File: src/rtl/if_fetch_pkg.sv
// Shared constants and types for the instruction-fetch stage and its direct-mapped I-cache.
package if_fetch_pkg;

  localparam int unsigned ADDR_W   = 32;
  localparam int unsigned LINES    = 64;
  localparam int unsigned PIPE_N   = 6;
  localparam int unsigned INST_W   = 32;
  localparam int unsigned INDEX_W  = $clog2(LINES);
  localparam int unsigned TAG_W    = ADDR_W - 2 - INDEX_W;
  localparam int unsigned STALL_IF = 1;

  localparam logic [INST_W-1:0] ZERO_WORD = '0;

  typedef enum logic [1:0] {
    StIdle,
    StFetch,
    StFlush
  } fetch_state_e;

endpackage

File: src/rtl/if_fetch_if.sv
// Fetch-stage bus: PC input, byte-wide memory-controller port and the IF/ID output bundle.
interface if_fetch_if;
  import if_fetch_pkg::*;

  logic [ADDR_W-1:0] pc_i;
  logic              pc_ce_i;
  logic              jump_i;
  logic [PIPE_N-1:0] stall_i;
  logic              stall_req_o;
  logic              mem_req_o;
  logic [ADDR_W-1:0] mem_addr_o;
  logic [7:0]        mem_rdata_i;
  logic              mem_rvalid_i;
  logic [ADDR_W-1:0] if_pc_o;
  logic [INST_W-1:0] if_inst_o;
  logic              if_valid_o;

  modport master (
    input  pc_i, pc_ce_i, jump_i, stall_i, mem_rdata_i, mem_rvalid_i,
    output stall_req_o, mem_req_o, mem_addr_o, if_pc_o, if_inst_o, if_valid_o
  );

  modport slave (
    output pc_i, pc_ce_i, jump_i, stall_i, mem_rdata_i, mem_rvalid_i,
    input  stall_req_o, mem_req_o, mem_addr_o, if_pc_o, if_inst_o, if_valid_o
  );

endinterface

File: src/rtl/if_fetch_icache_dm.sv
// Direct-mapped I-cache: one word per line, combinational read, synchronous write,
// valid bits cleared asynchronously by reset.
module icache_dm
  import if_fetch_pkg::*;
(
  input  logic               clk,
  input  logic               rst,
  input  logic [INDEX_W-1:0] i_rd_index,
  output logic               o_rd_valid,
  output logic [TAG_W-1:0]   o_rd_tag,
  output logic [INST_W-1:0]  o_rd_data,
  input  logic               i_wr_en,
  input  logic [INDEX_W-1:0] i_wr_index,
  input  logic [TAG_W-1:0]   i_wr_tag,
  input  logic [INST_W-1:0]  i_wr_data
);

  logic [LINES-1:0]  r_valid;
  logic [TAG_W-1:0]  r_tag  [LINES];
  logic [INST_W-1:0] r_data [LINES];

  always_ff @(posedge clk or negedge rst) begin
    if (!rst) begin
      r_valid <= '0;
    end else if (i_wr_en) begin
      r_valid[i_wr_index] <= 1'b1;
    end
  end

  // Tag/data need no reset: they are never read as a hit while the valid bit is clear.
  always_ff @(posedge clk) begin
    if (i_wr_en) begin
      r_tag[i_wr_index]  <= i_wr_tag;
      r_data[i_wr_index] <= i_wr_data;
    end
  end

  assign o_rd_valid = r_valid[i_rd_index];
  assign o_rd_tag   = r_tag[i_rd_index];
  assign o_rd_data  = r_data[i_rd_index];

endmodule

File: src/rtl/if_fetch.sv
// Instruction-fetch stage: I-cache lookup on pc, byte-serial miss fill from the memory
// controller, registered {pc, inst, valid} toward the IF/ID latch.
module if_fetch
  import if_fetch_pkg::*;
(
  input  logic clk,
  input  logic rst,
  if_fetch_if.master bus
);

  fetch_state_e      r_state;
  logic [1:0]        r_byte_cnt;
  logic [ADDR_W-1:0] r_fetch_pc;
  logic [23:0]       r_word;
  logic [ADDR_W-1:0] r_if_pc;
  logic [INST_W-1:0] r_if_inst;
  logic              r_if_valid;

  logic [INDEX_W-1:0] w_index;
  logic [TAG_W-1:0]   w_tag;
  logic               w_line_valid;
  logic [TAG_W-1:0]   w_line_tag;
  logic [INST_W-1:0]  w_line_data;
  logic               w_hit;
  logic               w_hold;
  logic               w_fill;
  logic [INST_W-1:0]  w_fill_word;
  logic               w_unused;

  assign w_index     = bus.pc_i[INDEX_W+1:2];
  assign w_tag       = bus.pc_i[ADDR_W-1:INDEX_W+2];
  assign w_hit       = w_line_valid && (w_line_tag == w_tag);
  assign w_hold      = bus.stall_i[STALL_IF];
  assign w_fill      = (r_state == StFetch) && bus.mem_rvalid_i && (r_byte_cnt == 2'd3);
  // Fourth byte goes straight into the line; only the lower three are buffered.
  assign w_fill_word = {bus.mem_rdata_i, r_word};
  assign w_unused    = ^{bus.pc_i[1:0], bus.stall_i[PIPE_N-1:STALL_IF+1], bus.stall_i[STALL_IF-1:0]};

  icache_dm u_icache (
    .clk        (clk),
    .rst        (rst),
    .i_rd_index (w_index),
    .o_rd_valid (w_line_valid),
    .o_rd_tag   (w_line_tag),
    .o_rd_data  (w_line_data),
    .i_wr_en    (w_fill),
    .i_wr_index (r_fetch_pc[INDEX_W+1:2]),
    .i_wr_tag   (r_fetch_pc[ADDR_W-1:INDEX_W+2]),
    .i_wr_data  (w_fill_word)
  );

  always_ff @(posedge clk or negedge rst) begin
    if (!rst) begin
      r_state    <= StIdle;
      r_byte_cnt <= 2'd0;
      r_fetch_pc <= '0;
      r_word     <= '0;
      r_if_pc    <= '0;
      r_if_inst  <= ZERO_WORD;
      r_if_valid <= 1'b0;
    end else begin
      unique case (r_state)
        StIdle: begin
          if (bus.jump_i) begin
            r_if_valid <= 1'b0;
            r_state    <= StFlush;
          end else if (bus.pc_ce_i && w_hit) begin
            if (!w_hold) begin
              r_if_pc    <= bus.pc_i;
              r_if_inst  <= w_line_data;
              r_if_valid <= 1'b1;
            end
          end else if (bus.pc_ce_i) begin
            r_fetch_pc <= bus.pc_i;
            r_byte_cnt <= 2'd0;
            r_state    <= StFetch;
            if (!w_hold) r_if_valid <= 1'b0;
          end else if (!w_hold) begin
            r_if_valid <= 1'b0;
          end
        end
        StFetch: begin
          if (bus.mem_rvalid_i) begin
            r_byte_cnt <= r_byte_cnt + 2'd1;
            case (r_byte_cnt)
              2'd0:    r_word[7:0]   <= bus.mem_rdata_i;
              2'd1:    r_word[15:8]  <= bus.mem_rdata_i;
              2'd2:    r_word[23:16] <= bus.mem_rdata_i;
              default: ;
            endcase
          end
          // A jump on the fourth byte still lets the line be written by w_fill.
          if (bus.jump_i) begin
            r_if_valid <= 1'b0;
            r_state    <= StFlush;
          end else if (w_fill) begin
            r_state <= StIdle;
          end
        end
        StFlush: begin
          if (bus.jump_i) r_if_valid <= 1'b0;
          else            r_state    <= StIdle;
        end
        default: r_state <= StIdle;
      endcase
    end
  end

  assign bus.stall_req_o = ((r_state == StIdle) && bus.pc_ce_i && !w_hit && !bus.jump_i) ||
                           (r_state == StFetch) || (r_state == StFlush);
  assign bus.mem_req_o   = (r_state == StFetch);
  assign bus.mem_addr_o  = (r_state == StFetch) ? (r_fetch_pc + ADDR_W'(r_byte_cnt)) : '0;
  assign bus.if_pc_o     = r_if_pc;
  assign bus.if_inst_o   = r_if_inst;
  assign bus.if_valid_o  = r_if_valid;

endmodule

File: src/flat_wrapper.sv
// flat-port wrapper written by rule: the top's interface ports become plain ports
module if_fetch_flat import if_fetch_pkg::*;
  (clk, rst, bus_pc_i, bus_pc_ce_i, bus_jump_i, bus_stall_i, bus_mem_rdata_i, bus_mem_rvalid_i, bus_stall_req_o, bus_mem_req_o, bus_mem_addr_o, bus_if_pc_o, bus_if_inst_o, bus_if_valid_o);
  if_fetch_if bus_i ();
  input  logic clk;
  input  logic rst;
  input wire logic [$bits(bus_i.pc_i)-1:0] bus_pc_i;
  input wire logic [$bits(bus_i.pc_ce_i)-1:0] bus_pc_ce_i;
  input wire logic [$bits(bus_i.jump_i)-1:0] bus_jump_i;
  input wire logic [$bits(bus_i.stall_i)-1:0] bus_stall_i;
  input wire logic [$bits(bus_i.mem_rdata_i)-1:0] bus_mem_rdata_i;
  input wire logic [$bits(bus_i.mem_rvalid_i)-1:0] bus_mem_rvalid_i;
  output wire logic [$bits(bus_i.stall_req_o)-1:0] bus_stall_req_o;
  output wire logic [$bits(bus_i.mem_req_o)-1:0] bus_mem_req_o;
  output wire logic [$bits(bus_i.mem_addr_o)-1:0] bus_mem_addr_o;
  output wire logic [$bits(bus_i.if_pc_o)-1:0] bus_if_pc_o;
  output wire logic [$bits(bus_i.if_inst_o)-1:0] bus_if_inst_o;
  output wire logic [$bits(bus_i.if_valid_o)-1:0] bus_if_valid_o;
  assign bus_i.pc_i = bus_pc_i;
  assign bus_i.pc_ce_i = bus_pc_ce_i;
  assign bus_i.jump_i = bus_jump_i;
  assign bus_i.stall_i = bus_stall_i;
  assign bus_i.mem_rdata_i = bus_mem_rdata_i;
  assign bus_i.mem_rvalid_i = bus_mem_rvalid_i;
  assign bus_stall_req_o = bus_i.stall_req_o;
  assign bus_mem_req_o = bus_i.mem_req_o;
  assign bus_mem_addr_o = bus_i.mem_addr_o;
  assign bus_if_pc_o = bus_i.if_pc_o;
  assign bus_if_inst_o = bus_i.if_inst_o;
  assign bus_if_valid_o = bus_i.if_valid_o;
  if_fetch u_core (.clk(clk), .rst(rst), .bus(bus_i));
endmodule
File: config.mk
export PLATFORM = sky130hd
export DESIGN_NAME = if_fetch_flat
export DESIGN_NICKNAME = d
export VERILOG_FILES = /design/src/rtl/if_fetch_pkg.sv /design/src/rtl/if_fetch_if.sv /design/src/rtl/if_fetch_icache_dm.sv /design/src/rtl/if_fetch.sv /design/src/flat_wrapper.sv
export SDC_FILE = /design/constraint.sdc
export NUM_CORES = 2
export LEC_CHECK = 0
export ABC_AREA = 0
export ABC_CLOCK_PERIOD_IN_PS = 15100
export BUFFER_PORTS_ARGS = -buffer_cell sky130_fd_sc_hd__buf_4
export CORE_ASPECT_RATIO = 0.7
export CORE_MARGIN = 4
export CORE_UTILIZATION = 35
export DETAILED_ROUTE_END_ITERATION = 10
export GPL_ROUTABILITY_DRIVEN = 1
export PLACE_DENSITY = 0.49
export RECOVER_POWER = 50
export SLEW_MARGIN = 20
export SYNTH_ARGS = -nofsm -noshare
export SYNTH_HDL_FRONTEND = slang
export SYNTH_SLANG_ARGS = --single-unit
File: constraint.sdc
create_clock -name clk -period 15.1 [get_ports clk]
set_clock_uncertainty 0.05 [all_clocks]
set_input_delay 3.02 -clock clk [delete_from_list [all_inputs] [get_ports clk]]
set_output_delay 3.02 -clock clk [all_outputs]
set_load 0.02 [all_outputs]
==> impl_metrics.yaml <==
run_status:
  run_status: "complete, but fails checks"
  violations: "max-capacitance violations, max-slew violations"
cells_and_area:
  drive_gt1_share_pct: 28.2
  nets: 6979
  area_growth_pct: 14.5
sta:
  fmax_ghz: 0.0852
  hold_viol: 0
  timing.final.crit_share_pct: 77.8
  setup_viol: 0
  slew_headroom_pct: -228
  min_period_ps: 11740
  worstMarginPinSlew_ps: 4920
  rsz0062_at_grt: "false"
  maxSlewViolCount: 3977
  setup_tns_ps: 0
  setup_slack_ps: 3360
clocking:
  postCtsSetupRepairBufs: 0
  clk_pin_slew_ps: 60
  postCtsResizedCells: 0
  cts_buffers: 380
  clk_latency_ps: 930
  cts.sinks: 3773
  postCtsHoldBufs: 0
  root_buffer: "clkbuf_16"
  clk_path_buf_depth: 4
  htreeDepth: 5
  cts_tree: "done"
power:
  p_leak_nw: 53.5
  powerDensity_nw_per_um2: 151
  vdd_ir_drop_max_v: 0.000115
worst_setup_path:
  crit_arrival_ps: 8670
  critPathKind: "in -> out"
  critPathMaxStageDelay_ps: 900
  cp-end-kind: "output port"
  crit_top_cell: "buf_4"
  path_max_fanout: 69
  path_cells: "buf_8 -> buf_4 -> mux4_2 -> mux2i_1 -> o22ai_1 -> a211oi_1 -> or3_1 -> o2111ai_1 -> nor4_1 -> nand4_1 -> o211ai_1 -> nand2_1 -> buf_4"
  worst_setup_path_start_kind: "input port"
  cpMaxStageDelayCell: "a211oi_1"
  cp.required_ps: 12030
logic_synthesis:
  synthXorXnorAreaFrac_pct: 0.355
  synthArstFlopShare_pct: 5.01
  yosysTopAreaCell: "edfxtp_1"
  muxShareOfSynthArea_pct: 17.7
  synth_ff_type: "edfxtp_1"
  ys_seq_area_share_pct: 77.2
  synth_edf_count: 3584
  synthCells: 6452
  yosysWarnings: 0
  avgSynthCellArea_um2: 22.5
  synth_compound_area_share_pct: 1.56
  synth_area_um2: 145000
  yosysTopAreaCellShare_pct: 74.0
  synth_common_cells: "edfxtp_1 (3584), mux4_2 (920), mux2i_1 (339), dfrtp_1 (189), clkbuf_1 (139)"
  synth_top_family_by_area: "multiplexers"
  synth_fa_ha_area_share_pct: 0.0998
  synth-simple-area-share_pct: 1.88
  synth_nets: 6514
  synth.most_common_cell: "edfxtp_1"
  synth_area_leaders: "edfxtp_1 (74%), mux4_2 (14%), dfrtp_1 (3.3%), mux2i_1 (2.3%), a22oi_1 (0.71%)"
  ys_ff_latch: 3773
  synth_cell_types: 68
route:
  drtIter0Drc: 9482
  ant_nets: 0
  wl_per_cell_um: 36.0
  vias_per_cell: 5.71
  via_count: 72500
  routed_wirelength_um: 458000
  dr.pass1.iters: 6
  drt_drc_violations_left: 0
die:
  ioPinCount: 150
  die_x_um: 779
  die-area_um2: 426000
  die_y_um: 547
  core_um2: 413000
  initial_utilization_pct: 35.3
  rows: 197
global_routing:
  antenna_found_initial: 43
  grt_max_degree: 131
  grt_usage_pct: 21.1
  overflow: 0
  grt_pass1_vias: 71800
  grt_first_pass_wirelength_um: 619000
flow_run:
  max_cap_viol_count: 65
hold_path:
  holdCritPathClass: "reg -> reg"
placed_design:
  gp_congestion: 0.785
  io_buffers: 144
  dp_slack_ps: 3390
  place_hpwl_um: 254000
[final timing paths]
path,start,end,slack [ps],depth (start not counted)
min reg2reg,u_core.u_icache.r_valid[33],u_core.u_icache.r_valid[33],410,1
min,u_core.u_icache.r_valid[33],u_core.u_icache.r_valid[33],410,1
min in group asynchronous,rst,u_core.bus.if_inst_o[20],3850,1
max reg2reg,u_core.u_icache.r_tag[12][1],u_core.bus.if_inst_o[5],9040,12
max,bus_pc_i[4],bus_stall_req_o,3360,13
max in group asynchronous,rst,u_core.r_fetch_pc[16],3870,3
[metrics by stage]
stage	util (%)	std cells	power, W	area [um2]	hold slack, ps
after floorplan	-	6452	0.0145	145000	384
after global placement	37.4	12000	0.0156	154000	394
after detailed placement	37.4	12000	0.0158	155000	399
after CTS	40.4	12700	0.0252	167000	414
after global routing	40.4	12700	0.0260	167000	426
final	40.4	12700	0.0251	167000	412
[state kept, by name, indices dropped and copies added, names as in the netlist]
register and flops:
u_core.r_fetch_pc 32, u_core.r_word 24, u_core.r_byte_cnt 2, u_core.u_icache.r_valid 64, u_core.u_icache.r_tag 1536, u_core.r_state 2, u_core.u_icache.r_data 2048, u_core.bus.if_inst_o 32
u_core.bus.if_pc_o 32, u_core.bus.if_valid_o 1
[report_power, final]
part	switching [W]	leakage, nW	internal, W
Combinational	0.00197	12.7	0.000575
Sequential	0.000160	34.8	0.0130
Clock	0.00403	5.97	0.00539
Total	0.00617	53.5	0.0189
[logic make-up (layout without fill, tap and decap cells)]
family,after synthesis,after routing
simple gates,542,542
fa+ha+maj,11,11
buf+inv,353,1124
mux,1398,1398
flops,3773,3773
compound gates,316,316
other cells,0,7
xor+xnor,59,59
[critical path, delay by kind of cell]
| family | cells | cell delay (ps) |
|---|---|---|
| compound gates | 4 | 1770 |
| buf+inv | 3 | 1540 |
| mux | 2 | 820 |
| simple gates | 4 | 1340 |
[layout by cell type (no fill, tap or decap), types with 9 or more instances in the layout]
cell,Yosys,final
and2_1,39,37
a221oi_1,14,14
a21oi_1,38,38
a22oi_1,137,137
o21ai_0,20,20
or2_2,66,66
mux2i_1,339,339
nor2b_1,32,29
nor2_1,106,44
nor2_4,1,62
a31oi_1,14,14
mux2_1,62,62
a211oi_1,16,15
dfrtp_1,189,172
edfxtp_1,3584,3584
dfrtp_2,0,17
mux2_2,77,77
nand4_1,29,29
ha_1,10,9
clkinv_2,0,48
nand2b_1,11,11
and3_1,13,13
nand2_1,118,118
nand3_1,90,90
bufinv_16,0,34
xor2_1,20,20
o22ai_1,15,15
buf_4,35,336
clkbuf_1,139,152
o211ai_1,10,10
clkbuf_8,0,26
clkinv_1,0,81
buf_12,0,11
clkbuf_16,0,384
xnor2_1,39,39
mux4_2,920,920
[per-layer routing]
layer / vias up / GRT usage [%] / wire [um]
li1: 28200 / - / -
met1: 40400 / 32.1 / 205000
met2: 3342 / 31.8 / 205000
met3: 598 / 3.59 / 36400
met4: 2 / 4.84 / 11400
met5: - / 0 / 13
[final cells by class]
type                       instances  area, um2
tap                             5472       6850
fill                           36200     246000
timing repair buffer             425       3190
multi-input combinational       2326      31900
antenna                            7       17.5
inverter                          11       41.3
sequential                      3773     112000
clock inverter                   193       1950
clock buffer                     495      10300
(Power assumes the default switching activity.)
